File: src/rtl/battleship_pkg.sv
// Shared constants for the ship-placement ghost: orientation codes,
// default board geometry and the scan FSM state encoding.
package battleship_pkg;

   // One-hot orientation codes
   localparam logic [3:0] NORTH = 4'b0001;
   localparam logic [3:0] EAST  = 4'b0010;
   localparam logic [3:0] SOUTH = 4'b0100;
   localparam logic [3:0] WEST  = 4'b1000;

   // Default board geometry
   localparam int DEF_GRID_W       = 10;
   localparam int DEF_GRID_H       = 10;
   localparam int DEF_TILE_LOG2    = 5;
   localparam int DEF_BANNER_TILES = 3;
   localparam int DEF_MAX_LEN      = 5;
   localparam int DEF_BLINK_FRAMES = 15;

   // Occupancy scan controller states
   typedef enum logic [1:0] {
      ST_IDLE = 2'd0,
      ST_SCAN = 2'd1,
      ST_WAIT = 2'd2,
      ST_DONE = 2'd3
   } plan_state_t;

endpackage

File: src/rtl/ghost_ship_planner_if.sv
// Occupancy-RAM read bus and placement req/ack handshake of the planner.
// master = planner side, slave = RAM / input controller side.
interface ghost_ship_planner_if;
   import battleship_pkg::*;

   logic       occ_rd;
   logic [7:0] occ_addr;
   logic       occ_data;
   logic       place_req;
   logic       place_ack;
   logic       place_ok;

   modport master (
      output occ_rd, occ_addr, place_ack, place_ok,
      input  occ_data, place_req
   );

   modport slave (
      input  occ_rd, occ_addr, place_ack, place_ok,
      output occ_data, place_req
   );

endinterface

File: src/rtl/ship_footprint.sv
// Combinational ship footprint: clipped bounding box, off-board end
// detection, input legality and the tile address of scan step i.
module ship_footprint
   import battleship_pkg::*;
#(
   parameter int GRID_W  = DEF_GRID_W,
   parameter int GRID_H  = DEF_GRID_H,
   parameter int MAX_LEN = DEF_MAX_LEN
) (
   input  logic [7:0] anchor_i,
   input  logic [3:0] orient_i,
   input  logic [3:0] len_i,
   input  logic [3:0] step_i,
   output logic [3:0] x_min_o,
   output logic [3:0] x_max_o,
   output logic [3:0] y_min_o,
   output logic [3:0] y_max_o,
   output logic       oob_o,
   output logic       legal_o,
   output logic [7:0] step_addr_o
);

   localparam logic signed [5:0] GW = 6'(GRID_W);
   localparam logic signed [5:0] GH = 6'(GRID_H);
   localparam logic [3:0]        ML = 4'(MAX_LEN);

   logic signed [5:0] ax, ay, span, ex, ey;
   logic signed [5:0] lo_x, hi_x, lo_y, hi_y;
   logic [3:0]        sx, sy;

   assign ax   = $signed({2'b00, anchor_i[7:4]});
   assign ay   = $signed({2'b00, anchor_i[3:0]});
   assign span = $signed({2'b00, len_i}) - 6'sd1;

   // Unclipped far end (signed, no wrap) and the address of step i
   always_comb begin
      ex = ax;
      ey = ay;
      sx = anchor_i[7:4];
      sy = anchor_i[3:0];
      case (orient_i)
         NORTH: begin ey = ay - span; sy = anchor_i[3:0] - step_i; end
         EAST:  begin ex = ax + span; sx = anchor_i[7:4] + step_i; end
         SOUTH: begin ey = ay + span; sy = anchor_i[3:0] + step_i; end
         WEST:  begin ex = ax - span; sx = anchor_i[7:4] - step_i; end
         default: ;
      endcase
   end

   assign lo_x = (ex < ax) ? ex : ax;
   assign hi_x = (ex < ax) ? ax : ex;
   assign lo_y = (ey < ay) ? ey : ay;
   assign hi_y = (ey < ay) ? ay : ey;

   assign x_min_o = (lo_x < 6'sd0) ? 4'd0 : lo_x[3:0];
   assign y_min_o = (lo_y < 6'sd0) ? 4'd0 : lo_y[3:0];
   assign x_max_o = (hi_x > GW - 6'sd1) ? 4'(GRID_W - 1) : hi_x[3:0];
   assign y_max_o = (hi_y > GH - 6'sd1) ? 4'(GRID_H - 1) : hi_y[3:0];

   assign oob_o   = (ex < 6'sd0) || (ex >= GW) || (ey < 6'sd0) || (ey >= GH);
   assign legal_o = $onehot(orient_i) && (len_i != 4'd0) && (len_i <= ML)
                    && (ax < GW) && (ay < GH);

   assign step_addr_o = {sx, sy};

endmodule

File: src/rtl/ghost_ship_planner.sv
// Ship-placement ghost: draws the candidate footprint into the pixel
// stream, scans the occupancy RAM for collisions and answers placement
// requests. Optional blinking of an illegal ghost: GHOST_BLINK_EN.
module ghost_ship_planner
   import battleship_pkg::*;
#(
   parameter int GRID_W       = DEF_GRID_W,
   parameter int GRID_H       = DEF_GRID_H,
   parameter int TILE_LOG2    = DEF_TILE_LOG2,
   parameter int BANNER_TILES = DEF_BANNER_TILES,
   parameter int MAX_LEN      = DEF_MAX_LEN,
   parameter int BLINK_FRAMES = DEF_BLINK_FRAMES
) (
   input  logic                  clk,
   input  logic                  rst,
   input  logic [9:0]            pixel_x,
   input  logic [9:0]            pixel_y,
   input  logic                  frame_tick,
   input  logic [7:0]            cursor,
   input  logic [3:0]            orientation,
   input  logic [3:0]            length,
   ghost_ship_planner_if.master  bus,
   output logic                  ghost_ship,
   output logic                  ghost_valid
);

   plan_state_t state_q;
   logic [7:0]  sh_cursor_q;
   logic [3:0]  sh_orient_q, sh_len_q, idx_q;
   logic        primed_q, hit_q, rd_pend_q, occ_rd_q, req_pend_q;
   logic        ack_q, ok_q, valid_q, ghost_ship_q;
   logic [7:0]  occ_addr_q;

   logic [3:0]  fp_x_min, fp_x_max, fp_y_min, fp_y_max;
   logic        live_oob, live_legal, sc_oob, sc_legal;
   logic [7:0]  sc_addr;
   logic [7:0]  unused_live_addr;
   logic [3:0]  unused_sx_min, unused_sx_max, unused_sy_min, unused_sy_max;
   logic        change, pending, final_valid, show, in_fp, on_board;
   logic [9:0]  tile_x;
   logic signed [10:0] tile_y;

   // Live inputs: drawn footprint and change-time legality decision
   ship_footprint #(.GRID_W(GRID_W), .GRID_H(GRID_H), .MAX_LEN(MAX_LEN)) u_fp_live (
      .anchor_i(cursor), .orient_i(orientation), .len_i(length), .step_i(4'd0),
      .x_min_o(fp_x_min), .x_max_o(fp_x_max), .y_min_o(fp_y_min), .y_max_o(fp_y_max),
      .oob_o(live_oob), .legal_o(live_legal), .step_addr_o(unused_live_addr)
   );

   // Shadow copy: scan addresses and the published verdict
   ship_footprint #(.GRID_W(GRID_W), .GRID_H(GRID_H), .MAX_LEN(MAX_LEN)) u_fp_scan (
      .anchor_i(sh_cursor_q), .orient_i(sh_orient_q), .len_i(sh_len_q), .step_i(idx_q),
      .x_min_o(unused_sx_min), .x_max_o(unused_sx_max),
      .y_min_o(unused_sy_min), .y_max_o(unused_sy_max),
      .oob_o(sc_oob), .legal_o(sc_legal), .step_addr_o(sc_addr)
   );

   // Before the first scan the shadow is treated as stale
   assign change  = !primed_q || ({cursor, orientation, length} != {sh_cursor_q, sh_orient_q, sh_len_q});
   assign pending = req_pend_q || bus.place_req;
   // The last read's data arrives in DONE and is folded in directly
   assign final_valid = !(hit_q || (rd_pend_q && bus.occ_data)) && !sc_oob && sc_legal;

   assign tile_x   = pixel_x >> TILE_LOG2;
   assign tile_y   = $signed({1'b0, pixel_y >> TILE_LOG2}) - $signed(11'(BANNER_TILES));
   assign on_board = (tile_x < 10'(GRID_W)) && (tile_y >= 11'sd0)
                     && (tile_y < $signed(11'(GRID_H)));
   assign in_fp    = on_board && live_legal
                     && (tile_x >= {6'd0, fp_x_min}) && (tile_x <= {6'd0, fp_x_max})
                     && (tile_y >= $signed({7'd0, fp_y_min}))
                     && (tile_y <= $signed({7'd0, fp_y_max}));

`ifdef GHOST_BLINK_EN
   logic [7:0] blink_cnt_q;
   logic       blink_off_q;

   // Blink phase: toggles every BLINK_FRAMES frame ticks, restarts on input change
   always_ff @(posedge clk or negedge rst) begin
      if (!rst) begin
         blink_cnt_q <= 8'd0;
         blink_off_q <= 1'b0;
      end else if (change) begin
         blink_cnt_q <= 8'd0;
         blink_off_q <= 1'b0;
      end else if (frame_tick) begin
         if (blink_cnt_q == 8'(BLINK_FRAMES - 1)) begin
            blink_cnt_q <= 8'd0;
            blink_off_q <= ~blink_off_q;
         end else begin
            blink_cnt_q <= blink_cnt_q + 8'd1;
         end
      end
   end

   assign show = valid_q || !blink_off_q;
`else
   logic unused_blink;
   assign unused_blink = frame_tick ^ (BLINK_FRAMES > 0);
   assign show = 1'b1;
`endif

   // Pixel path: one register stage from pixel coordinates to ghost_ship
   always_ff @(posedge clk or negedge rst) begin
      if (!rst) ghost_ship_q <= 1'b0;
      else      ghost_ship_q <= in_fp && show;
   end

   // Scan controller, request bookkeeping and registered outputs
   always_ff @(posedge clk or negedge rst) begin
      if (!rst) begin
         state_q     <= ST_IDLE;
         sh_cursor_q <= 8'd0;
         sh_orient_q <= 4'd0;
         sh_len_q    <= 4'd0;
         idx_q       <= 4'd0;
         primed_q    <= 1'b0;
         hit_q       <= 1'b0;
         rd_pend_q   <= 1'b0;
         occ_rd_q    <= 1'b0;
         occ_addr_q  <= 8'd0;
         req_pend_q  <= 1'b0;
         ack_q       <= 1'b0;
         ok_q        <= 1'b0;
         valid_q     <= 1'b0;
      end else begin
         ack_q     <= 1'b0;
         occ_rd_q  <= 1'b0;
         rd_pend_q <= occ_rd_q;
         if (bus.place_req) req_pend_q <= 1'b1;
         if (change) begin
            // New (or first) candidate: abort anything in flight and restart
            sh_cursor_q <= cursor;
            sh_orient_q <= orientation;
            sh_len_q    <= length;
            primed_q    <= 1'b1;
            hit_q       <= 1'b0;
            valid_q     <= 1'b0;
            idx_q       <= 4'd0;
            rd_pend_q   <= 1'b0;
            state_q     <= (live_legal && !live_oob) ? ST_SCAN : ST_DONE;
         end else begin
            case (state_q)
               ST_IDLE: begin
                  if (pending) begin
                     ack_q      <= 1'b1;
                     ok_q       <= valid_q;
                     req_pend_q <= 1'b0;
                  end
               end
               ST_SCAN: begin
                  occ_rd_q   <= 1'b1;
                  occ_addr_q <= sc_addr;
                  if (rd_pend_q && bus.occ_data) hit_q <= 1'b1;
                  idx_q <= idx_q + 4'd1;
                  if (idx_q == sh_len_q - 4'd1) state_q <= ST_WAIT;
               end
               ST_WAIT: begin
                  if (rd_pend_q && bus.occ_data) hit_q <= 1'b1;
                  state_q <= ST_DONE;
               end
               ST_DONE: begin
                  valid_q <= final_valid;
                  if (pending) begin
                     ack_q      <= 1'b1;
                     ok_q       <= final_valid;
                     req_pend_q <= 1'b0;
                  end
                  state_q <= ST_IDLE;
               end
               default: state_q <= ST_IDLE;
            endcase
         end
      end
   end

   assign bus.occ_rd    = occ_rd_q;
   assign bus.occ_addr  = occ_addr_q;
   assign bus.place_ack = ack_q;
   assign bus.place_ok  = ok_q;
   assign ghost_ship    = ghost_ship_q;
   assign ghost_valid   = valid_q;

endmodule

File: src/flat_wrapper.sv
// flat-port wrapper written by rule: the top's interface ports become plain ports
module ghost_ship_planner_flat import battleship_pkg::*;
#(
   parameter int GRID_W       = DEF_GRID_W,
   parameter int GRID_H       = DEF_GRID_H,
   parameter int TILE_LOG2    = DEF_TILE_LOG2,
   parameter int BANNER_TILES = DEF_BANNER_TILES,
   parameter int MAX_LEN      = DEF_MAX_LEN,
   parameter int BLINK_FRAMES = DEF_BLINK_FRAMES
)
  (clk, rst, pixel_x, pixel_y, frame_tick, cursor, orientation, length, ghost_ship, ghost_valid, bus_occ_rd, bus_occ_addr, bus_place_ack, bus_place_ok, bus_occ_data, bus_place_req);
  ghost_ship_planner_if bus_i ();
  input  logic clk;
  input  logic rst;
  input  logic [9:0] pixel_x;
  input  logic [9:0] pixel_y;
  input  logic frame_tick;
  input  logic [7:0] cursor;
  input  logic [3:0] orientation;
  input  logic [3:0] length;
  output logic ghost_ship;
  output logic ghost_valid;
  output wire logic [$bits(bus_i.occ_rd)-1:0] bus_occ_rd;
  output wire logic [$bits(bus_i.occ_addr)-1:0] bus_occ_addr;
  output wire logic [$bits(bus_i.place_ack)-1:0] bus_place_ack;
  output wire logic [$bits(bus_i.place_ok)-1:0] bus_place_ok;
  input wire logic [$bits(bus_i.occ_data)-1:0] bus_occ_data;
  input wire logic [$bits(bus_i.place_req)-1:0] bus_place_req;
  assign bus_occ_rd = bus_i.occ_rd;
  assign bus_occ_addr = bus_i.occ_addr;
  assign bus_place_ack = bus_i.place_ack;
  assign bus_place_ok = bus_i.place_ok;
  assign bus_i.occ_data = bus_occ_data;
  assign bus_i.place_req = bus_place_req;
  ghost_ship_planner #(.GRID_W(GRID_W), .GRID_H(GRID_H), .TILE_LOG2(TILE_LOG2), .BANNER_TILES(BANNER_TILES), .MAX_LEN(MAX_LEN), .BLINK_FRAMES(BLINK_FRAMES)) u_core (.clk(clk), .rst(rst), .pixel_x(pixel_x), .pixel_y(pixel_y), .frame_tick(frame_tick), .cursor(cursor), .orientation(orientation), .length(length), .bus(bus_i), .ghost_ship(ghost_ship), .ghost_valid(ghost_valid));
endmodule
File: config.mk
export PLATFORM = sky130hd
export DESIGN_NAME = ghost_ship_planner_flat
export DESIGN_NICKNAME = d
export VERILOG_FILES = /design/src/rtl/battleship_pkg.sv /design/src/rtl/ghost_ship_planner_if.sv /design/src/rtl/ship_footprint.sv /design/src/rtl/ghost_ship_planner.sv /design/src/flat_wrapper.sv
export SDC_FILE = /design/constraint.sdc
export NUM_CORES = 1
export LEC_CHECK = 0
export ABC_AREA = 1
export CORE_MARGIN = 10
export CORE_UTILIZATION = 33
export DETAILED_ROUTE_END_ITERATION = 12
export HOLD_SLACK_MARGIN = 0.03
export RECOVER_POWER = 50
export SLEW_MARGIN = 5
export SYNTH_ARGS = -nofsm -noshare
export SYNTH_HDL_FRONTEND = slang
export SYNTH_HIERARCHICAL = 1
export SYNTH_SLANG_ARGS = --single-unit
File: constraint.sdc
create_clock -name clk -period 4.1 [get_ports clk]
set_input_delay 0.82 -clock clk [delete_from_list [all_inputs] [get_ports clk]]
set_output_delay 0.82 -clock clk [all_outputs]
set_load 0.01 [all_outputs]
Word level (Yosys, flattened, before mapping) --
Index checks and enable logic that the tools add are counted. Widths: inputs -> output; s select.
Cells by class: magnitude comparators 27, bitwise operators 1, add/sub/neg operators 23, reductions and logical operators 47, equal/unequal tests 18, mux-type cells 38
Operator list (count):
- $pmux 6 s2 | 4
- $lt 6x1->1 const B | 6
- $add 5x6->6 | 4
- $ge 6x5->1 const B | 4
- $mux 4 | 6
- $mux 6 | 4
- $sub 5x6->6 | 4
- $logic_and 1x1->1 | 19
- $mux 1 | 17
- $lt 4x4->1 const B | 4
- $ne 16x16->1 | 1
- $pmux 4 s2 | 2
- $gt 6x5->1 const B | 2
- $lt 6x5->1 | 2
- $reduce_bool 4->1 | 3
- $ge 11x1->1 const B | 1
- $ge 11x5->1 | 1
- $le 11x5->1 | 1
- $lt 11x5->1 const B | 1
- $reduce_bool 2->1 | 5
- $sub 4x1->5 const B | 2
- $logic_or 1x1->1 | 9
- $add 1x1->2 | 4
- $add 4x4->4 | 2
- other kinds (28) | 46
Word-level totals: logic and storage cells 169, bits in registers 39, output and inout bits 13

Logic depth before layout (Yosys ltp) --
Gate-level depths: netlist of the first run.
word-level depth 12, depth in mapped cells 37

Hierarchy --
Netlist of the first run, hierarchy kept.
By module, submodules not included:
- ghost_ship_planner | area each 2650.0 sq um, cells an instance 363, instances 1, seq. area each 975.9 sq um
- ship_footprint at u_core.u_fp_scan | area each 1950.6 sq um, cells an instance 337, instances 1, seq. area each 0.0 sq um
- ship_footprint at u_core.u_fp_live | area each 1908.1 sq um, cells an instance 334, instances 1, seq. area each 0.0 sq um

Least setup slack after synthesis of the first run --
OpenSTA, ideal clock, no wires.
path kind input port to flip-flop, from input orientation[0], to register u_core.ghost_ship_q, in the netlist u_core/ghost_ship, slack -1096 ps, arrival time 5124 ps, stages on the path 34, data required time 4029 ps, library setup time 71 ps, cells stage by stage inv_1 ha_1 nand3_4 inv_1 nand2_1 o21ai_0 inv_1 fa_1 inv_1 o21ai_2 inv_1 ha_1 nand2_1 inv_1 o21a_1 o21ai_1 nand4_1 ha_1 clkbuf_1 clkinv_1 nand2_1 nand2_1 nand2_1 nand3_1 nand2_1 a21oi_1 inv_1 ha_1 inv_1 nor2_1 o21a_1 o21ai_0 o211ai_1 nor2_1
RTL lines:
- start, declared | RTL line flat_wrapper.sv:19 | input logic [3:0] orientation;
- $eq 4x3->1 / $eq 4x1->1 (equally long branches) | RTL line ship_footprint.sv:41 | case (orient_i)
- $pmux 6 s2 * | RTL line ship_footprint.sv:41
- $lt 6x5->1 | RTL line ship_footprint.sv:53 | assign hi_y = (ey < ay) ? ay : ey;
- $mux 6 * | RTL line ship_footprint.sv:53
- $gt 6x5->1 | RTL line ship_footprint.sv:58 | assign y_max_o = (hi_y > GH - 6'sd1) ? 4'(GRID_H - 1) : hi_y[3:0];
- $mux 4 * | RTL line ship_footprint.sv:58
- via u_core.fp_y_max[1] | RTL line ghost_ship_planner.sv:34 | logic [3:0] fp_x_min, fp_x_max, fp_y_min, fp_y_max;
- $le 11x5->1 * | RTL line ghost_ship_planner.sv:71 | && (tile_y <= $signed({7'd0, fp_y_max}));
- $logic_and 1x1->1 * | RTL line ghost_ship_planner.sv:71
- via u_core.in_fp | RTL line ghost_ship_planner.sv:39 | logic change, pending, final_valid, show, in_fp, on_board;
- end signal, assigned | RTL line ghost_ship_planner.sv:105 | else ghost_ship_q <= in_fp && show;
- end, declared | RTL line ghost_ship_planner.sv:31 | logic ack_q, ok_q, valid_q, ghost_ship_q;
Mark *: on every way through the listed nets, which the timed path passes. The rest lies on a longest branch. A chain may end at the register's enable or synchronous reset.

Worst setup path after layout of the first run --
from input length[1], to register u_core.ghost_ship_q, in the netlist u_core/ghost_ship
RTL lines:
- start, declared | RTL line flat_wrapper.sv:20 | input logic [3:0] length;
- $sub 4x1->5 * | RTL line ship_footprint.sv:33 | assign span = $signed({2'b00, len_i}) - 6'sd1;
- $add 5x6->6 / $sub 5x6->6 (equally long branches) | RTL line ship_footprint.sv:44, ship_footprint.sv:42
- $pmux 6 s2 * | RTL line ship_footprint.sv:41
- $lt 6x5->1 | RTL line ship_footprint.sv:53
- $mux 6 * | RTL line ship_footprint.sv:53
- $gt 6x5->1 | RTL line ship_footprint.sv:58
- $mux 4 * | RTL line ship_footprint.sv:58
- via u_core.fp_y_max[1] | RTL line ghost_ship_planner.sv:34
- $le 11x5->1 * | RTL line ghost_ship_planner.sv:71
- $logic_and 1x1->1 * | RTL line ghost_ship_planner.sv:71
- via u_core.in_fp | RTL line ghost_ship_planner.sv:39
Marked as above.

==> key figures, run 1 <==
Clocking
  • Post-CTS Hold Buffers: 0
  • Worst skew pair latency: 0.29 ns
  • Root Buffer: clkbuf_16
  • TritonCTS Buffers: 5
  • Htree depth: 2
  • Worst-case clock buffer depth: 2
  • Clk pin slew, worst setup/hold paths: 0.06 ns
  • CTS tree: built
  • Sinks on Clock Net: 39

STA
  • Maximum clock frequency: 0.213 GHz
  • Fin. Hold Viols: 0
  • Final Max Tran Viols: 40
  • Final setup violating endpoints: 2
  • Minimum clock period: 4.69 ns
  • RSZ-0062 raised after global routing: true
  • Setup WS post-layout: -0.586 ns
  • Slew at the pin closest to its max-slew limit: 2.21 ns
  • Clk_skew: 0.00933 ns
  • Final period util: 1.14
  • Slew HR: -0.473
  • Hold WS: 0.476 ns

Flow run
  • Max Cap Viol: 1

Routing
  • Via count: 5861
  • Uppermost routed layer: met4
  • Post-Route WL: 16.0 mm
  • DRC errors left: 0
  • Drt wl/cell: 12.6 um
  • Wl on met1: 6.83 mm
  • Via density: 4.63
  • Post-DRT Antenna Nets: 0
  • DR iter-0 viols: 243
  • Met2 Wirelength: 8.60 mm
  • DR pass1 iterations: 4
  • Met3 wire length: 325 um

Logic synthesis
  • Cells after Synth: 878
  • Syn Area/Cell: 6.37 um^2
  • Yosys warns: 6
  • Post-Synthesis Cell Area: 5590 um^2
  • Post-Synthesis Net Count: 1002

Placement
  • Port bufs: 42
  • Placement Setup Slack: -1.73 ns
  • DPL Wire Length: 12.4 mm
  • GPL Wtd Cong: 0.910
  • Placed cell count: 1209

Run status
  • Violated checks: capacitance limit, slew limit, setup timing
  • Status: complete, but fails checks

Floorplanning
  • Core Area: 16600 um^2
  • Die H: 150 um
  • I/O Pins: 54
  • Initial Util: 0.337
  • Row count: 47
  • Die area: 22500 um^2
  • Horizontal die dimension: 150 um

Layout
  • Layout Cells excl Fill: 1267
  • Share of post-route cells with drive strength above 1: 0.276
  • Area occupied by multi-input gates: 4200 um^2
  • Area Growth Syn to Fin: 39.9%
  • Fillers: 1685
  • Register area: 976 um^2
  • NumNets Final: 1170
  • Ant. Diodes: 0

Critical path
  • Reg2Reg Setup Slack: 0.72 ns
  • Slowest-stage cell, CP: fa_2
  • CP endpoint kind: flip-flop
  • Startpoint types: input pin
  • Reg2Reg Depth: 20
  • RR Startpoint: u_core/sh_len_q[0]
  • Buffer and inverter count on the worst path: 9
  • Max incr delay on CP: 0.53 ns
  • Top delay family on crit path: adder cells
  • Critical Path RT: 4.28 ns
  • Crit path arrival time: 4.87 ns
  • Crit path from: length[1]
  • CP max FO: 6
  • Worst r2r dst: u_core/bus.place_ok
  • Worst setup path endpoint: u_core/ghost_ship
  • Most frequent CP cell: inv_2
  • WS Path Type: input pin to flip-flop
  • WP depth: 33

Global route
  • Vias in the first global route: 5826
  • First-pass GRT wire length: 26.0 mm
  • All-Layer GR Usage: 0.141
  • Antenna violations before repair: 0
  • Gr ovfl total: 0
  • Largest net degree at the start of global routing: 40

Power and ir drop
  • Worst vdd ir: 0.140 mV
  • PD cells: 246 nW/um^2
  • Leak pwr: 0.00423 uW

Hold path
  • Hold Path Class: flip-flop to flip-flop
## flip-flops by register name, summed over array words and instances, names as in the netlist, 2 cells and up
signal,cells
u_core/sh_orient_q,4
u_core/idx_q,4
u_core/sh_cursor_q,8
u_core/sh_len_q,4
u_core/bus.occ_addr,8
u_core/state_q,2
## layout make-up
| type | count | share of cell area |
|---|---|---|
| Multi-Input combinational cell | 640 | 0.537 |
| Timing Repair Buffer | 182 | 0.184 |
| Sequential cell | 39 | 0.125 |
| Inverter | 178 | 0.0941 |
| Tap cell | 220 | 0.0352 |
| Clock buffer | 6 | 0.0165 |
| Clock inverter | 2 | 0.00768 |
## where the power goes
group          switching [uW]  total, uW  internal (uW)
Sequential               18.1        412            394
Clock                     161        510            349
Combinational             522       1000            479
## cells in the final DEF (no fill, tap or decap), types with 4 or more instances in the layout
cell	n
buf_4	125
nor2_1	63
inv_2	24
a21oi_1	21
nand2_2	30
nand2_1	226
o21ai_1	19
ha_1	58
ha_4	14
nor3_1	4
o21ai_0	37
clkbuf_16	5
o21a_1	8
a21oi_2	8
xor2_1	9
nand3_2	5
inv_1	139
buf_6	7
nand4_1	13
clkdlybuf4s50_1	29
o21ai_2	15
nand3_1	44
xnor2_1	8
nand2_4	10
inv_4	8
dfrtp_1	39
nor2_2	5
clkbuf_1	13
fa_1	6
nand3b_1	6
## metrics by stage
step                instance area [um^2]   util  TNS [ns]  power [uW]
finish                              7820  0.472     -1.13        1920
global route                        7820  0.472     -1.49        2080
CTS                                 7600  0.458    -0.903        1830
detailed placement                  6900  0.416     -1.73        1190
global placement                    6900  0.416     -1.65        1180
floorplan                           5650      -    -0.721         909
## worst register-to-register path: stages, from the launching register on
cell     delay [ns]
dfrtp_1        0.52
inv_1          0.18
ha_1           0.34
nand2_1        0.11
nand2_1        0.07
o21ai_0        0.30
inv_1          0.10
fa_1           0.42
nor2_1         0.14
o21ai_1        0.10
o21ai_2        0.05
inv_1          0.05
o21ai_1        0.15
nand2_1        0.07
nor2_1         0.09
nand2_1        0.10
nor2_1         0.11
nand4_1        0.08
o21ai_0        0.14
nand4_1        0.13
nand2_1        0.07
## how the worst min path moves through the flow
| stage | end | from | slack [ns] | cells after the start |
|---|---|---|---|---|
| 6_report | u_core/bus.occ_addr[3] | u_core/bus.occ_addr[3] | 0.48 | 2 |
| 3_3_place_gp | u_core/bus.occ_addr[1] | u_core/bus.occ_addr[1] | 0.46 | 2 |
| 3_5_place_dp | u_core/bus.occ_addr[3] | u_core/bus.occ_addr[3] | 0.47 | 2 |
| 5_1_grt | u_core/bus.occ_addr[6] | u_core/bus.occ_addr[6] | 0.51 | 2 |
| 2_1_floorplan | u_core/hit_q | u_core/hit_q | 0.46 | 1 |
| 4_1_cts | u_core/bus.occ_addr[3] | u_core/bus.occ_addr[3] | 0.48 | 2 |
## metal layers
metal | track usage | up-vias
li1 | - | 3075
met1 | 0.153 | 2714
met2 | 0.274 | 54
met3 | 0.0177 | 18
met4 | 0.0442 | 0
met5 | 0 | -
## repair_timing
action	in CTS	in global routing
pin swaps	49	62
gates cloned	0	0
buffers inserted	45	6
gates resized for setup	82	75
endpoints found under the setup margin	1	2
Power figures use the tool's default switching activity.
==> inputs of run 2 (changes only) <==
--- a/config.mk
+++ b/config.mk
@@ -5,7 +5,6 @@
 export SDC_FILE = /design/constraint.sdc
 export NUM_CORES = 1
 export LEC_CHECK = 0
-export ABC_AREA = 1
 export CORE_MARGIN = 10
 export CORE_UTILIZATION = 33
 export DETAILED_ROUTE_END_ITERATION = 12
==> key figures, run 2 <==
Run status
  • Status: complete, but fails checks
  • Violated checks: setup timing

Routing
  • DR pass1 iterations: 4
  • Drt wl/cell: 15.3 um
  • Via density: 5.11
  • Post-DRT Antenna Nets: 0
  • Post-Route WL: 15.2 mm
  • DR iter-0 viols: 261
  • Via count: 5060
  • DRC errors left: 0

Clocking
  • Sinks on Clock Net: 39
  • Worst skew pair latency: 0.28 ns
  • TritonCTS Buffers: 5
  • Post-CTS Hold Buffers: 0
  • Htree depth: 2
  • Worst-case clock buffer depth: 2
  • CTS tree: built
  • Root Buffer: clkbuf_16
  • Clk pin slew, worst setup/hold paths: 0.06 ns

Layout
  • Commonest non-fill, non-tap cell in the layout: buf_4
  • Ant. Diodes: 0
  • Share of post-route cells with drive strength above 1: 0.285
  • Layout Cells excl Fill: 991
  • Area Growth Syn to Fin: 36.5%
  • Final core utilization: 0.465
  • NumNets Final: 903
  • Most frequent cells in the layout: 121 x buf_4, 69 x ha_1, 56 x inv_1, 56 x nor2_1, 44 x xnor2_1
  • Fillers: 1519

Floorplanning
  • Row count: 45
  • Initial Util: 0.341
  • Die area: 21300 um^2
  • I/O Pins: 54
  • Core Area: 15400 um^2
  • Die H: 146 um
  • Horizontal die dimension: 146 um

Placement
  • GPL Wtd Cong: 0.871
  • Placed cell count: 964
  • DPL Wire Length: 12.5 mm
  • Port bufs: 42

Global route
  • Vias in the first global route: 5375
  • Antenna violations before repair: 0
  • First-pass GRT wire length: 25.2 mm
  • All-Layer GR Usage: 0.139
  • Met2 Track Usage GR: 0.258
  • Largest net degree at the start of global routing: 40
  • GR Layer Usage met1: 0.160
  • Gr ovfl total: 0
  • GR peak layer: met2
  • Met3 Resource Use GR: 0.0186

Critical path
  • Reg2Reg Setup Slack: 0.30 ns
  • Critical Path RT: 4.28 ns
  • Crit path arrival time: 5.24 ns
  • Startpoint types: input pin
  • CP max FO: 4
  • CP endpoint kind: flip-flop
  • Slowest-stage cell, CP: fa_2
  • Worst r2r dst: u_core/bus.place_ok
  • RR Startpoint: u_core/sh_len_q[1]
  • Max incr delay on CP: 0.41 ns
  • WS Path Type: input pin to flip-flop
  • Reg2Reg Depth: 16

Hold path
  • Hold depth: 2
  • Hold Startpoint: u_core/bus.occ_rd
  • Worst Hold Endpoint: u_core/rd_pend_q
  • Hold Path Class: flip-flop to flip-flop

Power and ir drop
  • Leak pwr: 0.00330 uW
  • Power Total: 1750 uW
  • PD cells: 245 nW/um^2
  • Worst vdd ir: 0.176 mV

STA
  • Maximum clock frequency: 0.198 GHz
  • Clk_skew: 0.00740 ns
  • Slew HR: 0.394
  • RSZ-0062 raised after global routing: true
  • Final Max Tran Viols: 0
  • Final setup violating endpoints: 1
  • Fin. Hold Viols: 0
  • Minimum clock period: 5.06 ns
  • Setup WS post-layout: -0.958 ns
  • Final period util: 1.23
  • Slew at the pin closest to its max-slew limit: 0.909 ns

Logic synthesis
  • Post-Synthesis Net Count: 757
  • Cells after Synth: 633
  • Yosys warns: 6
  • Post-Synthesis Cell Area: 5240 um^2
  • Syn Area/Cell: 8.27 um^2

Flow run
  • Max Cap Viol: 0
==> run 2: how the worst max path moves through the flow <==
stage,start,endpoint,depth (start not counted)
5_1_grt,length[1],u_core/ghost_ship,26
2_1_floorplan,orientation[1],u_core/ghost_ship,26
6_report,orientation[1],u_core/ghost_ship,25
3_3_place_gp,orientation[1],u_core/ghost_ship,26
3_5_place_dp,orientation[1],u_core/ghost_ship,26
4_1_cts,orientation[1],u_core/ghost_ship,27
==> run 2: routing by layer <==
layer  up-vias  wire length [um]
li1       2506                 -
met1      2439              6590
met4         0               314
met3        19               472
met2        96              7820
met5         -                 0
==> run 2: timing repair <==
action,4_1_cts,5_1_grt
gates resized for setup,48,35
setup buffers,16,3
pin swaps,30,27
endpoints found under the setup margin,2,2
==> run 2: cell type report <==
class	instances	area, um^2	area share
tap	211	264	0.0369
inverter	61	233	0.0326
multi-input combinational	503	4170	0.584
sequential	39	976	0.137
timing repair buffer	169	1360	0.190
clock buffer	5	125	0.0175
clock inverter	3	20.0	0.00280
==> run 2: stage by stage <==
step	cell area [um^2]	setup WS [ns]	setup TNS (ns)	hold WS, ns
after floorplan	5300	-1.06	-1.06	0.458
after global placement	6640	-1.78	-1.95	0.473
after detailed placement	6640	-1.93	-2.22	0.487
after CTS	7000	-1.11	-1.11	0.503
after global routing	7150	-1.19	-1.19	0.523
final	7150	-0.958	-0.958	0.498
==> run 2: power breakdown <==
| part | total (uW) | switching (uW) | internal (uW) |
|---|---|---|---|
| combinational | 958 | 469 | 489 |
| clock | 384 | 160 | 224 |
| sequential | 409 | 15.3 | 394 |
| total | 1750 | 645 | 1110 |
==> run 2: worst max-delay path: cells and delay by family <==
| kind | cells | cell delay, ns |
|---|---|---|
| adders and majority gates | 3 | 0.82 |
| AOI/OAI and AO/OA | 9 | 1.78 |
| buffers and inverters | 6 | 0.70 |
| xor gates and xnor gates | 1 | 0.14 |
| and+or+nand+nor | 6 | 0.97 |
